File: src/rtl/intersection_controller_if.sv
// Purpose : bundles the command/config inputs and light/status outputs of the intersection controller.
// Latency : n/a (wiring only).
// Backpres: none; tick/run/cfg_we are single-cycle strobes or levels with no handshake.
// Ports   : tick, run, cfg_we, cfg_sel[1:0], cfg_time[CW-1:0] toward the controller;
//           light_state[7:0], phase[2:0], sec_left[CW-1:0] from it.
//           With PED_REQ_EN defined: ped_req toward the controller, ped_walk from it.
interface intersection_controller_if #(
    parameter int CW = 4
);
    logic          tick;
    logic          run;
    logic          cfg_we;
    logic [1:0]    cfg_sel;
    logic [CW-1:0] cfg_time;
    logic [7:0]    light_state;
    logic [2:0]    phase;
    logic [CW-1:0] sec_left;
`ifdef PED_REQ_EN
    logic          ped_req;
    logic          ped_walk;

    modport master (output tick, run, cfg_we, cfg_sel, cfg_time, ped_req,
                    input  light_state, phase, sec_left, ped_walk);
    modport slave  (input  tick, run, cfg_we, cfg_sel, cfg_time, ped_req,
                    output light_state, phase, sec_left, ped_walk);
`else
    modport master (output tick, run, cfg_we, cfg_sel, cfg_time,
                    input  light_state, phase, sec_left);
    modport slave  (input  tick, run, cfg_we, cfg_sel, cfg_time,
                    output light_state, phase, sec_left);
`endif
endinterface

File: src/rtl/intersection_controller.sv
// Purpose : sequences the NS (lights 0,2) and EW (lights 1,3) axes green->yellow->all-red, owns the green-time table.
// Latency : state/lights change on the clk edge of the qualifying tick; run changes act on the next edge.
// Backpres: none; every tick is consumed, cfg writes always land the following edge.
// Ports   : clk, rst (async, active high); bus = intersection_controller_if.slave.
// Option  : PED_REQ_EN adds a pedestrian walk phase after an all-red clearance.
// Phase encoding: 0 IDLE, 1 NS_G, 2 NS_Y, 3 NS_AR, 4 EW_G, 5 EW_Y, 6 EW_AR, 7 PED.
module intersection_controller #(
    parameter int CW          = 4,
    parameter int DEF_GREEN   = 10,
    parameter int YELLOW_TIME = 3,
    parameter int ALLRED_TIME = 1,
    parameter int PED_TIME    = 5
) (
    input  logic                      clk,
    input  logic                      rst,
    intersection_controller_if.slave  bus
);
    typedef enum logic [2:0] {
        IDLE  = 3'd0, NS_G = 3'd1, NS_Y = 3'd2, NS_AR = 3'd3,
        EW_G  = 3'd4, EW_Y = 3'd5, EW_AR = 3'd6, PED = 3'd7
    } state_t;

    localparam logic [CW-1:0] DEF_G_C = CW'(DEF_GREEN);
    localparam logic [CW-1:0] YEL_C   = CW'(YELLOW_TIME);
    localparam logic [CW-1:0] AR_C    = CW'(ALLRED_TIME);
    localparam logic [CW-1:0] PED_C   = CW'(PED_TIME);
    localparam logic [CW-1:0] ONE_C   = CW'(1);

    state_t        state_q, state_d;
    logic [CW-1:0] sec_cnt_q, sec_cnt_d;
    logic [CW-1:0] table_q [4];
    logic [CW-1:0] table_d [4];
    // Lights of the active axis that were granted green on entry; yellow reuses it
    // so a mid-green table write cannot make a light jump straight to yellow.
    logic [3:0]    mask_q, mask_d;
    logic [CW-1:0] g_ns, g_ew;
    logic          go_ns, go_ew, enter_ped;
    logic          ped_pend, ped_to_ew;
    logic [7:0]    light;

`ifdef PED_REQ_EN
    logic ped_pend_q, ped_pend_d, ped_to_ew_q, ped_to_ew_d;
    assign ped_pend = ped_pend_q;
    assign ped_to_ew = ped_to_ew_q;

    // A request arriving on the PED entry edge re-arms for the next clearance.
    always_comb begin
        ped_pend_d  = (ped_pend_q && !enter_ped) || bus.ped_req;
        ped_to_ew_d = enter_ped ? (state_q == NS_AR) : ped_to_ew_q;
    end

    always_ff @(posedge clk or posedge rst) begin
        if (rst) begin
            ped_pend_q  <= 1'b0;
            ped_to_ew_q <= 1'b0;
        end else begin
            ped_pend_q  <= ped_pend_d;
            ped_to_ew_q <= ped_to_ew_d;
        end
    end

    assign bus.ped_walk = (state_q == PED);
`else
    assign ped_pend = 1'b0;
    assign ped_to_ew = 1'b0;
`endif

    always_comb begin
        g_ns      = (table_q[0] > table_q[2]) ? table_q[0] : table_q[2];
        g_ew      = (table_q[1] > table_q[3]) ? table_q[1] : table_q[3];
        state_d   = state_q;
        sec_cnt_d = sec_cnt_q;
        mask_d    = mask_q;
        go_ns     = 1'b0;
        go_ew     = 1'b0;
        enter_ped = 1'b0;
        table_d   = table_q;
        if (bus.cfg_we) table_d[bus.cfg_sel] = bus.cfg_time;

        if (!bus.run) begin
            state_d   = IDLE;
            sec_cnt_d = '0;
        end else if (state_q == IDLE) begin
            // Start with a full clearance so no light turns green straight from hold.
            state_d   = EW_AR;
            sec_cnt_d = AR_C;
        end else if (bus.tick) begin
            if (sec_cnt_q > ONE_C) begin
                sec_cnt_d = sec_cnt_q - ONE_C;
            end else begin
                unique case (state_q)
                    NS_G:    begin state_d = NS_Y;  sec_cnt_d = YEL_C; end
                    NS_Y:    begin state_d = NS_AR; sec_cnt_d = AR_C;  end
                    NS_AR:   if (ped_pend) enter_ped = 1'b1; else go_ew = 1'b1;
                    EW_G:    begin state_d = EW_Y;  sec_cnt_d = YEL_C; end
                    EW_Y:    begin state_d = EW_AR; sec_cnt_d = AR_C;  end
                    EW_AR:   if (ped_pend) enter_ped = 1'b1; else go_ns = 1'b1;
                    PED:     if (ped_to_ew) go_ew = 1'b1; else go_ns = 1'b1;
                    default: begin state_d = IDLE; sec_cnt_d = '0; end
                endcase
            end
        end

        if (enter_ped) begin
            state_d   = PED;
            sec_cnt_d = PED_C;
        end
        // Entering an axis reads the registered table, i.e. before any same-cycle write.
        // An axis with no green time is skipped straight to its own all-red.
        if (go_ns) begin
            if (g_ns != '0) begin
                state_d   = NS_G;
                sec_cnt_d = g_ns;
                mask_d    = {1'b0, table_q[2] != '0, 1'b0, table_q[0] != '0};
            end else begin
                state_d   = NS_AR;
                sec_cnt_d = AR_C;
            end
        end
        if (go_ew) begin
            if (g_ew != '0) begin
                state_d   = EW_G;
                sec_cnt_d = g_ew;
                mask_d    = {table_q[3] != '0, 1'b0, table_q[1] != '0, 1'b0};
            end else begin
                state_d   = EW_AR;
                sec_cnt_d = AR_C;
            end
        end
    end

    // Two bits per light: 00 red, 01 green, 10 yellow; only one axis is ever non-red.
    always_comb begin
        light = 8'h00;
        unique case (state_q)
            NS_G:    light = {3'b000, mask_q[2], 3'b000, mask_q[0]};
            NS_Y:    light = {2'b00, mask_q[2], 3'b000, mask_q[0], 1'b0};
            EW_G:    light = {1'b0, mask_q[3], 3'b000, mask_q[1], 2'b00};
            EW_Y:    light = {mask_q[3], 3'b000, mask_q[1], 3'b000};
            default: light = 8'h00;
        endcase
    end

    always_ff @(posedge clk or posedge rst) begin
        if (rst) begin
            state_q   <= IDLE;
            sec_cnt_q <= '0;
            mask_q    <= '0;
            for (int i = 0; i < 4; i++) table_q[i] <= DEF_G_C;
        end else begin
            state_q   <= state_d;
            sec_cnt_q <= sec_cnt_d;
            mask_q    <= mask_d;
            table_q   <= table_d;
        end
    end

    assign bus.light_state = light;
    assign bus.phase       = state_q;
    assign bus.sec_left    = sec_cnt_q;
endmodule

File: src/flat_wrapper.sv
// flat-port wrapper written by rule: the top's interface ports become plain ports
module intersection_controller_flat 
#(
    parameter int CW          = 4,
    parameter int DEF_GREEN   = 10,
    parameter int YELLOW_TIME = 3,
    parameter int ALLRED_TIME = 1,
    parameter int PED_TIME    = 5
)
  (clk, rst, bus_tick, bus_run, bus_cfg_we, bus_cfg_sel, bus_cfg_time, bus_light_state, bus_phase, bus_sec_left);
  intersection_controller_if #(.CW(CW)) bus_i ();
  input  logic clk;
  input  logic rst;
  input wire logic [$bits(bus_i.tick)-1:0] bus_tick;
  input wire logic [$bits(bus_i.run)-1:0] bus_run;
  input wire logic [$bits(bus_i.cfg_we)-1:0] bus_cfg_we;
  input wire logic [$bits(bus_i.cfg_sel)-1:0] bus_cfg_sel;
  input wire logic [$bits(bus_i.cfg_time)-1:0] bus_cfg_time;
  output wire logic [$bits(bus_i.light_state)-1:0] bus_light_state;
  output wire logic [$bits(bus_i.phase)-1:0] bus_phase;
  output wire logic [$bits(bus_i.sec_left)-1:0] bus_sec_left;
  assign bus_i.tick = bus_tick;
  assign bus_i.run = bus_run;
  assign bus_i.cfg_we = bus_cfg_we;
  assign bus_i.cfg_sel = bus_cfg_sel;
  assign bus_i.cfg_time = bus_cfg_time;
  assign bus_light_state = bus_i.light_state;
  assign bus_phase = bus_i.phase;
  assign bus_sec_left = bus_i.sec_left;
  intersection_controller #(.CW(CW), .DEF_GREEN(DEF_GREEN), .YELLOW_TIME(YELLOW_TIME), .ALLRED_TIME(ALLRED_TIME), .PED_TIME(PED_TIME)) u_core (.clk(clk), .rst(rst), .bus(bus_i));
endmodule
File: config.mk
export PLATFORM = sky130hd
export DESIGN_NAME = intersection_controller_flat
export DESIGN_NICKNAME = d
export VERILOG_FILES = /design/src/rtl/intersection_controller_if.sv /design/src/rtl/intersection_controller.sv /design/src/flat_wrapper.sv
export SDC_FILE = /design/constraint.sdc
export NUM_CORES = 1
export LEC_CHECK = 0
export ABC_AREA = 1
export BUFFER_PORTS_ARGS = -buffer_cell sky130_fd_sc_hd__buf_2
export CORE_AREA = 5 5 95 88
export CTS_CLUSTER_SIZE = 10
export DETAILED_ROUTE_END_ITERATION = 16
export DIE_AREA = 0 0 100 93
export PLACE_DENSITY = 0.47
export SYNTH_ARGS = -nofsm -noshare
export SYNTH_HDL_FRONTEND = slang
export SYNTH_SLANG_ARGS = --single-unit
File: constraint.sdc
create_clock -name clk -period 2.54 [get_ports clk]
set_input_delay 0.127 -clock clk [delete_from_list [all_inputs] [get_ports clk]]
set_output_delay 0.127 -clock clk [all_outputs]
set_load 0.01 [all_outputs]
### Word-level counts from Yosys, hierarchy flattened

Cells that the tools add are included.

* flip-flop bits (word level): 27
* output and inout port bits: 15
* word-level logic and storage cells: 77
* input port bits: 11

* multiplexer cells: 38
* reduce and logical (&&, ||, !) cells: 14
* magnitude comparators: 5
* add/subtract/negate cells: 1
* bitwise operators: 1
* equality and inequality tests: 11

Operators by type and width (count)
* 4-bit two-way mux: 15
* 8-bit case mux with 4 select lines: 1
* 4-bit nonzero test: 6
* 3-bit two-way mux: 6
* 16-bit bitwise mux: 1
* 5-bit by 2-bit != test with 1-bit output, second input constant: 3
* 3-bit case mux with 5 select lines: 1
* 3-bit equality test, second input constant: 4
* 4-bit case mux with 3 select lines: 1
* 1-bit two-way mux: 10
* 4-bit demux with 2-bit select: 1
* 4-bit > comparator: 2
* 3-bit by 2-bit equality test with 1-bit output, second input constant: 2
* 6-bit by 2-bit != test with 1-bit output, second input constant: 1
* 2-bit OR reduction: 3
* 4-bit by 1-bit > comparator with 1-bit output, second input constant: 1
* 2-bit two-way mux: 2
* 4-bit by 1-bit subtractor with 4-bit output, second input constant: 1
* 3-bit by 1-bit equality test with 1-bit output, second input constant: 1
* 3-bit greater-or-equal comparator, second input constant: 1
* 3-bit zero test: 1
* 3-bit by 1-bit less-than comparator with 1-bit output, second input constant: 1
* 2-bit inverter with 3-bit output: 1
* 3-bit AND reduction: 1
* other kinds (3): 3

### Depth between registers and ports, before layout

* word-level depth: 10
* mapped depth: 17
* gate-level depth less buffers: 17

### Worst setup path before layout

Ideal clock, no wire load.

* path kind: register -> register
* from: register u_core.table_q[7] (netlist name)
* to: register u_core.mask_q[2]
* setup slack: 0.674 ns
* data arrival time: 1.749 ns
* stages on the path, launching flop included: 15
* path buffers: 0
* library setup time: 0.117 ns
* clock period less this slack: 1.866 ns
* cells stage by stage: dfstp_2 -> inv_1 -> ha_1 -> nand2_1 -> inv_2 -> nand3_1 -> nand2_2 -> nand2_1 -> nand2_1 -> nor2_1 -> nand2_1 -> nand2_1 -> nand2_1 -> nand2_1 -> nor2_1

* cells in the longest elaborated chain, start to end: 7
* elaborated cells between the ends (all ways): 8
* those cells by class: order compare: 1; mux: 5; reduce/logical: 2

RTL lines
* start: declaration: RTL line intersection_controller.sv:31 `logic [CW-1:0] table_q [4];`
* start signal: assignment: RTL line intersection_controller.sv:154 `table_q <= table_d;`
* 4-bit > comparator: RTL line intersection_controller.sv:69 `g_ns = (table_q[0] > table_q[2]) ? table_q[0] : table_q[2];`
* 4-bit two-way mux: RTL line intersection_controller.sv:69
* 4-bit nonzero test: RTL line intersection_controller.sv:111 `if (g_ns != '0) begin`
* 4-bit two-way mux (*): RTL line intersection_controller.sv:111
* 4-bit two-way mux (*): RTL line intersection_controller.sv:110 `if (go_ns) begin`
* 4-bit two-way mux: RTL line intersection_controller.sv:121 `if (g_ew != '0) begin`
* 4-bit two-way mux (*): RTL line intersection_controller.sv:120 `if (go_ew) begin`
* named net u_core.mask_d[2]: RTL line intersection_controller.sv:35 `logic [3:0] mask_q, mask_d;`
* end signal: assignment: RTL line intersection_controller.sv:153 `mask_q <= mask_d;`
* end: declaration: RTL line intersection_controller.sv:35

Mark *: on every way through the listed nets, which the timed path passes. The rest lies on a longest branch.
A chain may end at the register's enable or synchronous reset.

### Final worst setup path

Ends and elaborated chain as after synthesis.

==> summary.txt <==
chip height -> 93 um
Reg power frac -> 36.7%
Clock Latency Late Sink -> 0.28 ns
net switching power of the design -> 854 uW
Worst-path clk slew -> 0.10 ns
worst-path cell chain -> inv_1 -> ha_1 -> nand2_1 -> inv_2 -> nand3_1 -> nand2_2 -> nand2_1 -> nand2_1 -> nor2_1 -> nand2_1 -> nand2_1 -> nand2_1 -> nand2_1 -> nor2_1
fraction of registers with async set/reset -> 100%
overall routed net length -> 4.36 mm
Synth area leader -> dfrtp_1
CTS tree -> built
fin util -> 28.4%
number of max-cap violations -> 0
Worst Hold Depth -> 3
hpwl dp -> 3.51 mm
Multi-input gate area -> 926 um^2
Power Internal -> 1.00 mW
DP Cell Count -> 369
core area -> 7320 um^2
worst hold endpoint -> u_core.table_q[10]$_DFFE_PP0P_
Sw Ratio -> 46.1%
Synth Flop Type -> dfrtp_1
DR iter-0 viols -> 67
syn nets -> 268
Yosys top cell area share -> 26.9%
synthesized area -> 1770 um^2
worst r2r path cells -> 14
Seq cells post-synth -> 27
CTS Buf Count -> 3
initial antenna violation count -> 0
min-delay worst type -> primary input to flop
DRT Pass-1 Iters -> 4
RSZ-0062 raised after global routing -> no
Post-synth EDFFs -> 0
total grt overflow -> 0
crit end category -> flop
IO Pins -> 26
CP max FO -> 5
Starting Density -> 24.1%
R2R Setup Slk -> 0.45 ns
Final Cell Area -> 2080 um^2
max incr delay on CP -> 0.55 ns
WP data required -> 2.72 ns
FF/Latch Area -> 686 um^2
average wire per standard cell -> 11.7 um
commonest cells in the netlist -> 65 x nand2_1, 30 x inv_1, 28 x nand3_1
Root Driver -> clkbuf_8
fillcell total -> 840
Clk pwr share -> 13.8%
most numerous cell in the Yosys netlist -> nand2_1
startpoint types -> flop
routability cong. -> 0.746
htree depth -> 1
Hold WS -> 0.153 ns
cell family with most CP delay -> simple AND/OR/NAND/NOR gates
CP most frequent cell -> nand2_1
Slew Viols, Final -> 0
share of cells above drive strength 1 -> 21.2%
Buf+Inv Stages, Crit Path -> 2
Yosys warnings -> 0
Die ar. -> 9300 um^2
HP Start -> bus_cfg_time[2]
Clock Skew -> 0.00729 ns
Syn Inst Count -> 247
run status -> finished clean
Die Width -> 100 um
antenna-violating nets left -> 0
CP max-delay cell -> dfstp_2
GRT Total Usage -> 10.2%
via count of the first global-routing pass -> 1666
Synth area leaders -> dfrtp_1 27%, nand2_1 14%, dfstp_2 12%, nand3_1 7.9%, ha_1 7.1%
Residual DRC -> 0
pwr dens -> 893 nW/um^2
r2r endpoint -> u_core.mask_q[2]$_DFF_PP0_
P&R area growth vs syn -> 17.6%
vias per inst -> 4.36
worst r2r src -> u_core.table_q[7]$_DFFE_PP1P_
Slew Limit Headroom -> 64.4%
Slew @ Worst Pin -> 0.531 ns
post-layout min period -> 2.09 ns
clock buffer depth -> 2
sequential share of the synthesized area -> 38.8%
CP arrival -> 2.27 ns
PortBufs -> 25
Setup TNS -> 0 ns
Peak supply drop -> 0.345 mV
fmax -> 0.479 GHz
first-pass GRT wire length -> 7.73 mm
Combinational Power Share -> 49.5%
final non-filler cell total -> 374
WS Path Type -> flop to flop
Cell Rows -> 30
largest net degree at the start of global routing -> 28
syn_area_per_cell -> 7.15 um^2
Area after DPL -> 2020 um^2
Setup Fix Bufs, Post-CTS -> 0
crit share post-route -> 82.3%
Ant. Diodes -> 0
distinct cell type count after synthesis -> 25
Leakage -> 1.05 nW
Final Hold Fails -> 0
Nets -> 300
vias post-DR -> 1630
clock sinks -> 27
final setup fails -> 0
[flip-flops by register name, indices dropped and copies added (netlist names)]
name and cells:
u_core.bus.sec_left 4, u_core.bus.phase 3, u_core.mask_q 4, u_core.table_q 16
[stage by stage]
step / setup WS, ns / total power [mW]
after floorplan: 0.674 / 1.35
after global placement: 0.439 / 1.61
after detailed placement: 0.469 / 1.62
after CTS: 0.448 / 1.89
after global routing: 0.135 / 2.05
final: 0.451 / 1.85
[what timing repair did]
item | CTS | global route
endpoints found under the hold margin | 19 | 0
gates resized for setup | 0 | 0
hold buffers | 1 | 0
[worst reg2reg max path: stages, from the launching register on]
cell and delay, ns:
dfstp_2 0.55, inv_1 0.06, ha_1 0.30, nand2_1 0.08
inv_2 0.04, nand3_1 0.13, nand2_2 0.11, nand2_1 0.07
nand2_1 0.08, nor2_1 0.16, nand2_1 0.09, nand2_1 0.16
nand2_1 0.07, nand2_1 0.06, nor2_1 0.04
[layout by cell type, fill, tap and decap left out, types with 3 or more instances in the layout]
cell type,instances
a21oi_1,12
buf_2,25
clkbuf_8,3
dfrtp_1,19
dfstp_2,8
ha_1,10
inv_1,30
inv_2,11
nand2_1,65
nand2_2,6
nand3_1,28
nor2_1,19
nor4_1,3
o21ai_0,3
o21ai_1,21
[logic make-up after synthesis]
family                     Yosys count  share of synthesized area [%]
adders and majority gates           10                           7.09
DFF                                 27                           38.8
xor gates and xnor gates             1                          0.496
AOI/OAI and AO/OA                   43                           13.4
buffers and inverters               41                           8.72
and+or+nand+nor                    124                           30.8
muxes                                1                          0.638
[worst max-delay path by stage]
stage | cells after the start | endpoint | start | slack (ns)
after CTS | 14 | u_core.mask_q[2]$_DFF_PP0_ | u_core.table_q[7]$_DFFE_PP1P_ | 0.45
after detailed placement | 14 | u_core.mask_q[2]$_DFF_PP0_ | u_core.table_q[7]$_DFFE_PP1P_ | 0.47
after global placement | 14 | u_core.mask_q[2]$_DFF_PP0_ | u_core.table_q[7]$_DFFE_PP1P_ | 0.44
after floorplan | 14 | u_core.mask_q[2]$_DFF_PP0_ | u_core.table_q[7]$_DFFE_PP1P_ | 0.67
final | 14 | u_core.mask_q[2]$_DFF_PP0_ | u_core.table_q[7]$_DFFE_PP1P_ | 0.45
after global routing | 14 | u_core.mask_q[2]$_DFF_PP0_ | u_core.table_q[7]$_DFFE_PP1P_ | 0.14
[per-layer routing]
layer	track usage, %	share of wire (%)	vias to the layer above
li1	-	-	870
met1	13.7	49	729
met2	16.7	45	27
met3	1.86	4.7	4
met4	2.69	0.83	0
met5	0	0	-
[power by group through the flow]
stage	registers [mW]	logic [mW]	clock network (mW)
2_1_floorplan	0.678	0.672	0
3_3_place_gp	0.690	0.922	0
3_5_place_dp	0.691	0.927	0
4_1_cts	0.683	0.934	0.268
5_1_grt	0.705	1.06	0.285
6_report	0.681	0.917	0.256
[layout make-up]
class	instances	area share [%]
Multi-Input combinational cell	179	44.6
Sequential cell	27	33.0
Inverter	41	7.41
Timing Repair Buffer	27	6.87
Tap cell	96	5.78
Clock buffer	3	1.99
Clock inverter	1	0.361
No activity file was read; power rests on OpenSTA's default activity.
